## src/rtl/div_issue_ctrl_pkg.sv

```systemverilog
// rtl/div_issue_ctrl_pkg.sv - shared types and constants for the divider issue controller
package div_issue_ctrl_pkg;

    typedef enum logic [2:0] {
        ST_IDLE  = 3'd0,
        ST_SEND  = 3'd1,
        ST_WAIT  = 3'd2,
        ST_DONE  = 3'd3,
        ST_DRAIN = 3'd4
    } div_state_t;

    // Bit positions inside s_tvalid / s_tready
    localparam int TV_S_DIVISOR  = 0;
    localparam int TV_S_DIVIDEND = 1;
    localparam int TV_U_DIVISOR  = 2;
    localparam int TV_U_DIVIDEND = 3;

    localparam int DIV_DATA_W = 32;
    localparam int DIV_RES_W  = 2 * DIV_DATA_W;

    // Select one channel's bit of a 4-bit handshake vector for the active engine
    function automatic logic pick_lane(input logic [3:0] bits, input logic sel_signed,
                                       input logic is_dividend);
        if (sel_signed)
            return is_dividend ? bits[TV_S_DIVIDEND] : bits[TV_S_DIVISOR];
        else
            return is_dividend ? bits[TV_U_DIVIDEND] : bits[TV_U_DIVISOR];
    endfunction

endpackage

```

## src/rtl/div_issue_ctrl_beat.sv

```systemverilog
// rtl/div_issue_ctrl_beat.sv - one operand channel: single-beat tvalid and accepted flag
module div_beat_tracker (
    input  logic clk,
    input  logic reset,
    input  logic start,
    input  logic flush_drop,
    input  logic tready,
    output logic tvalid,
    output logic accepted,
    output logic handshake
);

    logic pending_q;
    logic accepted_q;

    // A dropped beat is masked in the same cycle so the IP never sees it
    assign tvalid    = pending_q & ~flush_drop;
    assign handshake = tvalid & tready;
    assign accepted  = accepted_q;

    // Arm on start, retire after exactly one handshake, abandon on flush
    always_ff @(posedge clk) begin
        if (reset) begin
            pending_q  <= 1'b0;
            accepted_q <= 1'b0;
        end else if (start) begin
            pending_q  <= 1'b1;
            accepted_q <= 1'b0;
        end else if (handshake) begin
            pending_q  <= 1'b0;
            accepted_q <= 1'b1;
        end else if (flush_drop) begin
            pending_q  <= 1'b0;
        end
    end

endmodule

```

## src/rtl/div_issue_ctrl.sv

```systemverilog
// rtl/div_issue_ctrl.sv - issues one operand pair to the div/divu IPs and holds the result
module div_issue_ctrl
    import div_issue_ctrl_pkg::*;
#(
    parameter int DATA_W  = DIV_DATA_W,
    parameter int MAX_CYC = 64
) (
    input  logic                clk,
    input  logic                reset,
    input  logic                req_valid,
    input  logic                req_signed,
    input  logic [DATA_W-1:0]   req_dividend,
    input  logic [DATA_W-1:0]   req_divisor,
    output logic                req_ready,
    input  logic                flush,
    output logic                res_valid,
    output logic [DATA_W-1:0]   res_quotient,
    output logic [DATA_W-1:0]   res_remainder,
    input  logic                res_ack,
    output logic                busy,
    output logic                timeout,
    output logic [DATA_W-1:0]   s_tdata_dividend,
    output logic [DATA_W-1:0]   s_tdata_divisor,
    output logic [3:0]          s_tvalid,
    input  logic [3:0]          s_tready,
    input  logic [1:0]          m_tvalid,
    input  logic [2*DATA_W-1:0] m_tdata_s,
    input  logic [2*DATA_W-1:0] m_tdata_u
);

    localparam int RES_W = 2 * DATA_W;
    localparam int CNT_W = $clog2(MAX_CYC + 1);

    div_state_t        state_q, state_next;
    logic              sel_signed_q;
    logic [DATA_W-1:0] dividend_q, divisor_q;
    logic [DATA_W-1:0] quo_q, rem_q;
    logic [CNT_W-1:0]  cnt_q;
    logic              timeout_q;

    logic              accept, drop, latch;
    logic              dd_tvalid, dd_acc, dd_hs;
    logic              dv_tvalid, dv_acc, dv_hs;
    logic              m_sel;
    logic [RES_W-1:0]  m_data_sel;
    logic              both_done;

    assign m_sel      = sel_signed_q ? m_tvalid[0] : m_tvalid[1];
    assign m_data_sel = sel_signed_q ? m_tdata_s : m_tdata_u;
    assign both_done  = (dd_acc | dd_hs) & (dv_acc | dv_hs);

    div_beat_tracker u_dividend (
        .clk        (clk),
        .reset      (reset),
        .start      (accept),
        .flush_drop (drop),
        .tready     (pick_lane(s_tready, sel_signed_q, 1'b1)),
        .tvalid     (dd_tvalid),
        .accepted   (dd_acc),
        .handshake  (dd_hs)
    );

    div_beat_tracker u_divisor (
        .clk        (clk),
        .reset      (reset),
        .start      (accept),
        .flush_drop (drop),
        .tready     (pick_lane(s_tready, sel_signed_q, 1'b0)),
        .tvalid     (dv_tvalid),
        .accepted   (dv_acc),
        .handshake  (dv_hs)
    );

    // Next-state decode; flush only abandons beats when the IP holds no partial operand
    always_comb begin
        state_next = state_q;
        accept     = 1'b0;
        drop       = 1'b0;
        latch      = 1'b0;
        case (state_q)
            ST_IDLE: begin
                if (req_valid && !flush) begin
                    accept     = 1'b1;
                    state_next = ST_SEND;
                end
            end
            ST_SEND: begin
                if (flush) begin
                    if (!(dd_acc || dv_acc)) begin
                        drop       = 1'b1;
                        state_next = ST_IDLE;
                    end else begin
                        state_next = ST_DRAIN;
                    end
                end else if (both_done) begin
                    state_next = ST_WAIT;
                end
            end
            ST_WAIT: begin
                // A dout arriving with the flush is already the one to discard
                if (flush)
                    state_next = m_sel ? ST_IDLE : ST_DRAIN;
                else if (m_sel) begin
                    latch      = 1'b1;
                    state_next = ST_DONE;
                end
            end
            ST_DONE: begin
                if (flush || res_ack)
                    state_next = ST_IDLE;
            end
            ST_DRAIN: begin
                if (m_sel)
                    state_next = ST_IDLE;
            end
            default: state_next = ST_IDLE;
        endcase
    end

    // State register
    always_ff @(posedge clk) begin
        if (reset)
            state_q <= ST_IDLE;
        else
            state_q <= state_next;
    end

    // Operand capture, result hold, watchdog counter and sticky timeout
    always_ff @(posedge clk) begin
        if (reset) begin
            sel_signed_q <= 1'b0;
            dividend_q   <= '0;
            divisor_q    <= '0;
            quo_q        <= '0;
            rem_q        <= '0;
            cnt_q        <= '0;
            timeout_q    <= 1'b0;
        end else begin
            if (accept) begin
                sel_signed_q <= req_signed;
                dividend_q   <= req_dividend;
                divisor_q    <= req_divisor;
            end
            if (latch) begin
                quo_q <= m_data_sel[RES_W-1:DATA_W];
                rem_q <= m_data_sel[DATA_W-1:0];
            end
            if (state_q == ST_SEND && state_next == ST_WAIT)
                cnt_q <= '0;
            else if (state_q == ST_WAIT && cnt_q != CNT_W'(MAX_CYC))
                cnt_q <= cnt_q + 1'b1;
            if (state_q == ST_WAIT && cnt_q == CNT_W'(MAX_CYC - 1))
                timeout_q <= 1'b1;
        end
    end

    // Route the channel valids onto the selected engine's lanes only
    always_comb begin
        s_tvalid = 4'b0000;
        if (sel_signed_q) begin
            s_tvalid[TV_S_DIVIDEND] = dd_tvalid;
            s_tvalid[TV_S_DIVISOR]  = dv_tvalid;
        end else begin
            s_tvalid[TV_U_DIVIDEND] = dd_tvalid;
            s_tvalid[TV_U_DIVISOR]  = dv_tvalid;
        end
    end

    assign req_ready        = (state_q == ST_IDLE);
    assign busy             = (state_q != ST_IDLE);
    assign res_valid        = (state_q == ST_DONE);
    assign res_quotient     = quo_q;
    assign res_remainder    = rem_q;
    assign timeout          = timeout_q;
    assign s_tdata_dividend = dividend_q;
    assign s_tdata_divisor  = divisor_q;

endmodule

```

## config.mk

```make
export PLATFORM = sky130hd
export DESIGN_NAME = div_issue_ctrl
export DESIGN_NICKNAME = d
export VERILOG_FILES = /design/src/rtl/div_issue_ctrl_pkg.sv /design/src/rtl/div_issue_ctrl_beat.sv /design/src/rtl/div_issue_ctrl.sv
export SDC_FILE = /design/constraint.sdc
export NUM_CORES = 1
export LEC_CHECK = 0
export CORE_UTILIZATION = 37
export CTS_BUF_LIST = sky130_fd_sc_hd__clkbuf_16
export DETAILED_ROUTE_END_ITERATION = 6
export PLACE_DENSITY = 0.8
export SYNTH_ARGS = -nofsm -noshare
export SYNTH_HDL_FRONTEND = slang
export SYNTH_HIERARCHICAL = 1
export SYNTH_SLANG_ARGS = --single-unit
```

## constraint.sdc

```tcl
create_clock -name clk -period 1.98 [get_ports clk]
set_input_delay 0.198 -clock clk [delete_from_list [all_inputs] [get_ports clk]]
set_output_delay 0.198 -clock clk [all_outputs]
set_load 0.01 [all_outputs]
```

# Word-level counts from Yosys, hierarchy flattened
# Index checks and enable logic that the tools add are counted.
[totals] reg_bits=144 output_inout_bits=136
[classes] n_addsub=1 n_eq_ne=7 mux=29 n_bitwise=8 reduce_logical=13
[ops] cell="2-to-1 mux 64 bit" count=1
[ops] cell="2-to-1 mux 3 bit" count=9
[ops] cell="2-to-1 mux 1 bit" count=16
[ops] cell="one-hot mux 3 bit (5 select lines)" count=1
[ops] cell="== test 3 x 2 -> 1 bit (second input constant)" count=3
[ops] cell="nonzero test 3 bit" count=3
[ops] cell="adder 7 x 1 -> 7 bit (second input constant)" count=1
[ops] cell="== test 7 x 6 -> 1 bit (second input constant)" count=1
[ops] cell="inequality test 7 bit (second input constant)" count=1
[ops] cell="AND 1 bit" count=5
[ops] cell="logical AND 1 bit" count=4
[ops] cell="2-to-1 mux 2 bit" count=2
[ops] cell="OR reduction 2 bit" count=2
[ops] cell="== test 3 x 1 -> 1 bit (second input constant)" count=1
[ops] cell="== test 3 bit (second input constant)" count=1
[ops] cell="zero test 3 bit" count=1
[ops] cell="logical OR 1 bit" count=2
[ops] cell="bitwise OR 1 bit" count=2
[ops] cell="zero test 1 bit" count=1
[ops] cell="inverter 1 bit" count=1

# Depth between registers and ports, before layout
[depth] ltp_word=15 ltp_mapped=8

# By module
# Netlist, hierarchy kept.
[modules_own_cells] mod="div_issue_ctrl" instances=1 cells_per_inst=770 area_per_inst_um2=6566.3
[modules_own_cells] mod="div_beat_tracker" instances=2 cells_per_inst=9 area_per_inst_um2=87.6

# Least setup slack after synthesis
# Ideal clock, no wire load.
[synth_path] path_kind="register to register" from="register sel_signed_q" to="register state_q[0]" setup_ns=0.074 t_arrival_ns=1.965 t_required_ns=1.906 path_slack_ns=-0.060 stages_incl_launch_ff=8 n_path_buf=2 synth_period_minus_slack_ns=2.040 path_cell_list="dfxtp_1 buf_2 buf_1 mux2_2 and3b_2 o22a_1 a211o_1 a31oi_1"
[synth_between] elab_chain_len=7
[synth_lines] element="start, declared" line_no="div_issue_ctrl.sv:35" text="logic sel_signed_q;"
[synth_lines] element="start signal, assigned" line_no="div_issue_ctrl.sv:140" text="sel_signed_q <= req_signed;"
[synth_lines] element="2-to-1 mux 1 bit" line_no="div_issue_ctrl_pkg.sv:24" text="if (sel_signed)"
[synth_lines] element="AND 1 bit" line_no="div_issue_ctrl_beat.sv:18" text="assign handshake = tvalid & tready;"
[synth_lines] element="named net dd_hs" line_no="div_issue_ctrl.sv:42" text="logic dd_tvalid, dd_acc, dd_hs;"
[synth_lines] element="bitwise OR 1 bit" line_no="div_issue_ctrl.sv:50" text="assign both_done = (dd_acc | dd_hs) & (dv_acc | dv_hs);"
[synth_lines] element="AND 1 bit" line_no="div_issue_ctrl.sv:50"
[synth_lines] element="2-to-1 mux 3 bit" line_no="div_issue_ctrl.sv:95" text="end else if (both_done) begin"
[synth_lines] element="2-to-1 mux 3 bit" line_no="div_issue_ctrl.sv:88" text="if (flush) begin"
[synth_lines] element="one-hot mux 3 bit (5 select lines)" line_no="div_issue_ctrl.sv:80" text="case (state_q)"
[synth_lines] element="end signal, assigned" line_no="div_issue_ctrl.sv:125" text="state_q <= state_next;"
[synth_lines] element="end, declared" line_no="div_issue_ctrl.sv:34" text="div_state_t state_q, state_next;"
# The timed path passes the listed nets, and every way through them passes these cells.
# A chain may end at the register's enable or synchronous reset.

# Worst setup path in the final report
[layout_path] from="register u_dividend.accepted_q (netlist: u_dividend/accepted)" to="output s_tvalid[0]"
[layout_between] elab_chain_len=7
[layout_lines] element="start, declared" line_no="div_issue_ctrl_beat.sv:14" text="logic accepted_q;"
[layout_lines] element="start signal, assigned" line_no="div_issue_ctrl_beat.sv:25" text="accepted_q <= 1'b0;"
[layout_lines] element="start signal, assigned" line_no="div_issue_ctrl_beat.sv:28" text="accepted_q <= 1'b0;"
[layout_lines] element="start signal, assigned" line_no="div_issue_ctrl_beat.sv:31" text="accepted_q <= 1'b1;"
[layout_lines] element="logical OR 1 bit" line_no="div_issue_ctrl.sv:89" text="if (!(dd_acc || dv_acc)) begin"
[layout_lines] element="2-to-1 mux 1 bit" line_no="div_issue_ctrl.sv:89"
[layout_lines] element="2-to-1 mux 1 bit" line_no="div_issue_ctrl.sv:88"
[layout_lines] element="2-to-1 mux 1 bit" line_no="div_issue_ctrl.sv:80"
[layout_lines] element="named net drop" line_no="div_issue_ctrl.sv:41" text="logic accept, drop, latch;"
[layout_lines] element="inverter 1 bit" line_no="div_issue_ctrl_beat.sv:17" text="assign tvalid = pending_q & ~flush_drop;"
[layout_lines] element="AND 1 bit" line_no="div_issue_ctrl_beat.sv:17"
[layout_lines] element="named net dv_tvalid" line_no="div_issue_ctrl.sv:43" text="logic dv_tvalid, dv_acc, dv_hs;"
[layout_lines] element="2-to-1 mux 2 bit" line_no="div_issue_ctrl.sv:160" text="if (sel_signed_q) begin"
[layout_lines] element="end, declared" line_no="div_issue_ctrl.sv:24" text="output logic [3:0] s_tvalid,"
# The timed path passes the listed nets, and every way through them passes these cells.

==> impl_results.html <==
<table>
<tr><th>Metric</th><th>Value</th></tr>
<tr><th colspan="2">Die</th></tr>
<tr><td>Number of placement rows</td><td>48</td></tr>
<tr><td>I/O pins</td><td>340</td></tr>
<tr><td>Die Ht</td><td>roughly 140 microns</td></tr>
<tr><td>DIE AREA</td><td>18,800 sq um</td></tr>
<tr><td>Initial core utilization</td><td>about two fifths</td></tr>
<tr><td>Overall die width</td><td>about 140 microns</td></tr>
<tr><td>Standard cell core area</td><td>approximately 18,000 sq um</td></tr>
<tr><th colspan="2">Critical path</th></tr>
<tr><td>Reg-to-reg startpoint</td><td>u_dividend/accepted$_SDFFE_PP0P_</td></tr>
<tr><td>Peak fanout along the critical path</td><td>6</td></tr>
<tr><td>Required @ worst endpoint</td><td>1.78 ns</td></tr>
<tr><td>Ordered list of cells on the worst path</td><td>or3b_4 -&gt; nor2_4 -&gt; and2b_2 -&gt; and2_4 -&gt; buf_6</td></tr>
<tr><td>Kind of critical path</td><td>flop to primary output</td></tr>
<tr><td>Endpoint arrival time on the critical path</td><td>between 1.5 and 2 ns</td></tr>
<tr><td>Buffer and inverter count on the worst path</td><td>1</td></tr>
<tr><td>Startpoint class of the critical path</td><td>flop</td></tr>
<tr><td>Register-to-register setup slack</td><td>roughly 0.11 ns</td></tr>
<tr><td>CP endpoint kind</td><td>primary output</td></tr>
<tr><td>Stage delay of the slowest cell on the critical path</td><td>between 0.4 and 0.5 ns</td></tr>
<tr><td>CP max-delay cell</td><td>sky130_fd_sc_hd__or3b_4</td></tr>
<tr><td>Critical register-to-register path endpoint</td><td>state_q[0]$_SDFF_PP0_</td></tr>
<tr><td>Category of cells accounting for the largest share of critical-path delay</td><td>simple AND/OR/NAND/NOR gates</td></tr>
<tr><td>Length in cells of the worst reg-to-reg path</td><td>6</td></tr>
<tr><th colspan="2">Synth</th></tr>
<tr><td>Synthesis Warnings</td><td>6</td></tr>
<tr><td>Distinct cell type count of the synthesized netlist</td><td>between 40 and 50</td></tr>
<tr><td>Biggest area consumer among synthesized cells</td><td>sky130_fd_sc_hd__dfxtp_1</td></tr>
<tr><td>Share of the synthesized area in the top cell type</td><td>between 40% and 50%</td></tr>
<tr><td>Post-Syn Instances</td><td>about 790</td></tr>
<tr><td>Mean Syn Cell Area</td><td>between 8 and 9 sq um</td></tr>
<tr><td>Syn nets</td><td>~990</td></tr>
<tr><td>Post-synthesis sequential element count</td><td>144</td></tr>
<tr><td>Cell types with the largest area share after synthesis</td><td>sky130_fd_sc_hd__dfxtp_1 (43%), sky130_fd_sc_hd__mux2_2 (11%), sky130_fd_sc_hd__a31oi_1 (6.0%)</td></tr>
<tr><td>Sequential element share of the synthesized area</td><td>42.8%</td></tr>
<tr><td>Synth Cell Area</td><td>between 6000 and 7000 sq um</td></tr>
<tr><th colspan="2">STA</th></tr>
<tr><td>Worst Tran Pin Value</td><td>around 0.77 ns</td></tr>
<tr><td>Number of setup violations in the final report</td><td>4</td></tr>
<tr><td>Setup TNS after final layout</td><td>-0.0757 ns</td></tr>
<tr><td>Final min period</td><td>between 2 and 2.5 ns</td></tr>
<tr><td>Ratio of final minimum period to clock period</td><td>102%</td></tr>
<tr><td>Maximum operating frequency</td><td>slightly below 500 MHz</td></tr>
<tr><td>Relative max-transition margin</td><td>between 40% and 50%</td></tr>
<tr><td>Setup WS post-layout</td><td>-0.0312 ns</td></tr>
<tr><td>Setup Skew</td><td>about 0.0071 ns</td></tr>
<tr><td>RSZ-0062 raised after global routing</td><td>yes</td></tr>
<tr><td>Slew Viols, Final</td><td>0</td></tr>
<tr><td>Final hold viol count</td><td>0</td></tr>
<tr><th colspan="2">GRT</th></tr>
<tr><td>Tot GR Track Use</td><td>about a quarter</td></tr>
<tr><td>Via count of the first global-routing pass</td><td>~7,000</td></tr>
<tr><td>Number of antenna violations at the first check in global routing</td><td>0</td></tr>
<tr><td>Grt total ovfl</td><td>0</td></tr>
<tr><td>First-pass GRT wire length</td><td>between 30 and 40 mm</td></tr>
<tr><td>Largest net degree at the start of global routing</td><td>70</td></tr>
<tr><th colspan="2">CTS</th></tr>
<tr><td>Clock buffers created by TritonCTS</td><td>17</td></tr>
<tr><td>Clock transition at path regs</td><td>around 0.060 ns</td></tr>
<tr><td>Clk root buf</td><td>sky130_fd_sc_hd__clkbuf_16</td></tr>
<tr><td>TritonCTS clock tree</td><td>built</td></tr>
<tr><td>Buffer levels on the longest clock path</td><td>2</td></tr>
<tr><td>Number of clock sinks</td><td>144</td></tr>
<tr><td>H-tree level count</td><td>4</td></tr>
<tr><td>Clock latency of the later-clocked register in the worst-skew pair</td><td>slightly above 0.4 ns</td></tr>
<tr><th colspan="2">Route</th></tr>
<tr><td>Number of vias after detailed routing</td><td>roughly 7,200</td></tr>
<tr><td>Via count normalized by instance count</td><td>between 5 and 6</td></tr>
<tr><td>Remaining routing DRC violations</td><td>0</td></tr>
<tr><td>Initial DRT Pass Iterations</td><td>7</td></tr>
<tr><td>Number of routed nets with antenna violations</td><td>0</td></tr>
<tr><td>Wirelength per Cell</td><td>17.6 microns</td></tr>
<tr><td>Routed WL</td><td>about 23 mm</td></tr>
<tr><td>Iter 0 DRT Violations</td><td>248</td></tr>
<tr><th colspan="2">Worst hold path</th></tr>
<tr><td>Worst hold path endpoint</td><td>cnt_q[0]$_SDFFE_PP0P_</td></tr>
<tr><td>Worst hold path stage count</td><td>4</td></tr>
<tr><td>Type of the tightest min-delay check</td><td>input port to flop</td></tr>
<tr><td>Hold Crit Start</td><td>flush</td></tr>
<tr><th colspan="2">Final layout</th></tr>
<tr><td>Share of final-layout standard cells stronger than drive strength 1</td><td>between 10 and 15%</td></tr>
<tr><td>Final antenna diode count</td><td>0</td></tr>
<tr><td>Relative area change from synthesis to final layout</td><td>62.2%</td></tr>
<tr><td>Top library cells by usage in the layout, fill and taps aside</td><td>sky130_fd_sc_hd__clkdlybuf4s50_1 (331), sky130_fd_sc_hd__dfxtp_1 (140), sky130_fd_sc_hd__a21oi_1 (74)</td></tr>
<tr><td>Final Non-Filler Cells</td><td>1,315</td></tr>
<tr><td>Nets@finish</td><td>between 1,000 and 1,500</td></tr>
<tr><td>FILL cells</td><td>1,474</td></tr>
<tr><td>Most common cell after layout, fill and taps aside</td><td>sky130_fd_sc_hd__clkdlybuf4s50_1</td></tr>
<tr><th colspan="2">Power and ir drop</th></tr>
<tr><td>Maximum vdd drop</td><td>between 0.5 and 0.6 mV</td></tr>
<tr><td>Leakage power figure</td><td>~3.6 nW</td></tr>
<tr><td>Areal power density over the cells</td><td>roughly 670 nW/um^2</td></tr>
<tr><th colspan="2">Placed design</th></tr>
<tr><td>Final Wtd Congestion</td><td>around 0.83</td></tr>
<tr><td>Number of buffer cells added on primary ports</td><td>339</td></tr>
<tr><td>Setup Slack @ Placement</td><td>-0.114 ns</td></tr>
<tr><td>HPWL reported at the end of detailed placement</td><td>16.0 mm</td></tr>
<tr><td>Cell total after placement</td><td>about 1,300</td></tr>
<tr><th colspan="2">Job</th></tr>
<tr><td>Maxcap violations</td><td>0</td></tr>
<tr><th colspan="2">Run status</th></tr>
<tr><td>Violated checks</td><td>setup timing</td></tr>
<tr><td>Status</td><td>complete, but fails checks</td></tr>
</table>
[cell type report]
cell class | count | area, sq um | area share [%]
well taps | 225 | 282 | 2.58
flip-flops and latches | 144 | 2890 | 26.4
clock buffers | 18 | 450 | 4.12
repair buffers | 370 | 3700 | 33.8
multi-input cells | 538 | 3440 | 31.5
inverters | 8 | 30.0 | 0.275
clock inverters | 12 | 135 | 1.24
[per-stage QoR]
step           power, mW  util, %  cell area (sq um)  hold WS, ns
3_3_place_gp        4.21     58.9              10300        0.435
6_report            7.33     62.3              10900        0.271
2_1_floorplan       3.54        -               6750        0.267
4_1_cts             7.41     62.2              10900        0.251
5_1_grt             7.62     62.3              10900        0.289
3_5_place_dp        4.21     58.9              10300        0.443
[registers in the layout, indices dropped and copies added (netlist names), 3 cells and up]
name and count:
res_remainder 32, res_quotient 32, cnt_q 7, s_tdata_dividend 32, s_tdata_divisor 32, state_q 3
[routing by layer]
metal | up-vias | global-route usage (%) | share of wire [%]
li1 | 3538 | - | -
met1 | 3359 | 29.5 | 40
met2 | 324 | 41.3 | 51
met3 | 24 | 5.74 | 7.5
met4 | 0 | 6.78 | 1.4
met5 | - | 0 | 0
[worst max-delay path by stage]
stage,slack [ns],end,cells past startpoint,startpoint
3_3_place_gp,-0.08,s_tvalid[0],5,u_dividend/accepted$_SDFFE_PP0P_
2_1_floorplan,0.02,state_q[0]$_SDFF_PP0_,7,flush
4_1_cts,-0.05,s_tvalid[0],5,u_divisor/accepted$_SDFFE_PP0P_
3_5_place_dp,-0.11,s_tvalid[1],5,u_dividend/accepted$_SDFFE_PP0P_
5_1_grt,-0.1,s_tvalid[2],5,u_dividend/accepted$_SDFFE_PP0P_
6_report,-0.03,s_tvalid[0],5,u_dividend/accepted$_SDFFE_PP0P_
[power by group]
part           switching (mW)  total (mW)  internal, mW
clock network            1.25        3.18          1.92
logic                   0.487        1.16         0.669
registers              0.0342        3.00          2.96
total                    1.78        7.33          5.56
[logic make-up after synthesis]
group                      after synthesis  synth area share (%)
AOI/OAI and AO/OA                      224                  18.4
adders and majority gates                2                 0.371
buffers and inverters                  106                  6.89
DFF                                    144                  42.8
muxes                                   70                  11.6
and+or+nand+nor                        242                  20.0
[synthesized netlist by cell type (all sizes together)]
master   number
or4           1
clkbuf       68
or4b          1
ha            2
o21ai        73
o21bai        1
nand2         5
mux2         67
mux2i         3
a31oi        65
nor2b         7
or3           5
inv           8
nand4         1
nand3        69
nor3b         2
o22a          1
and3b         2
or2           1
a211o         1
a311o         1
nor3         64
a21boi        1
nand4bb       1
o21a          2
a311oi        2
nor2         10
nor4         64
a21oi        74
dfxtp       144
nand2b        1
a41oi         1
buf          30
o31ai         1
and2b         2
or3b          4
o22ai         1
and2          2
[tightest hold or removal path, stage by stage]
cell and delay (ns):
sky130_fd_sc_hd__buf_2 0.09, sky130_fd_sc_hd__or4b_2 0.15, sky130_fd_sc_hd__o21ai_0 0.08, sky130_fd_sc_hd__mux2i_1 0.11
[timing repair]
| item | CTS | global route |
|---|---|---|
| pin swaps | 2 | 5 |
| setup buffers | 1 | 0 |
| gates resized for setup | 22 | 8 |
| setup endpoints to repair | 9 | 7 |
| hold buffers | 0 | 0 |
No activity file was read; power rests on OpenSTA's default activity.
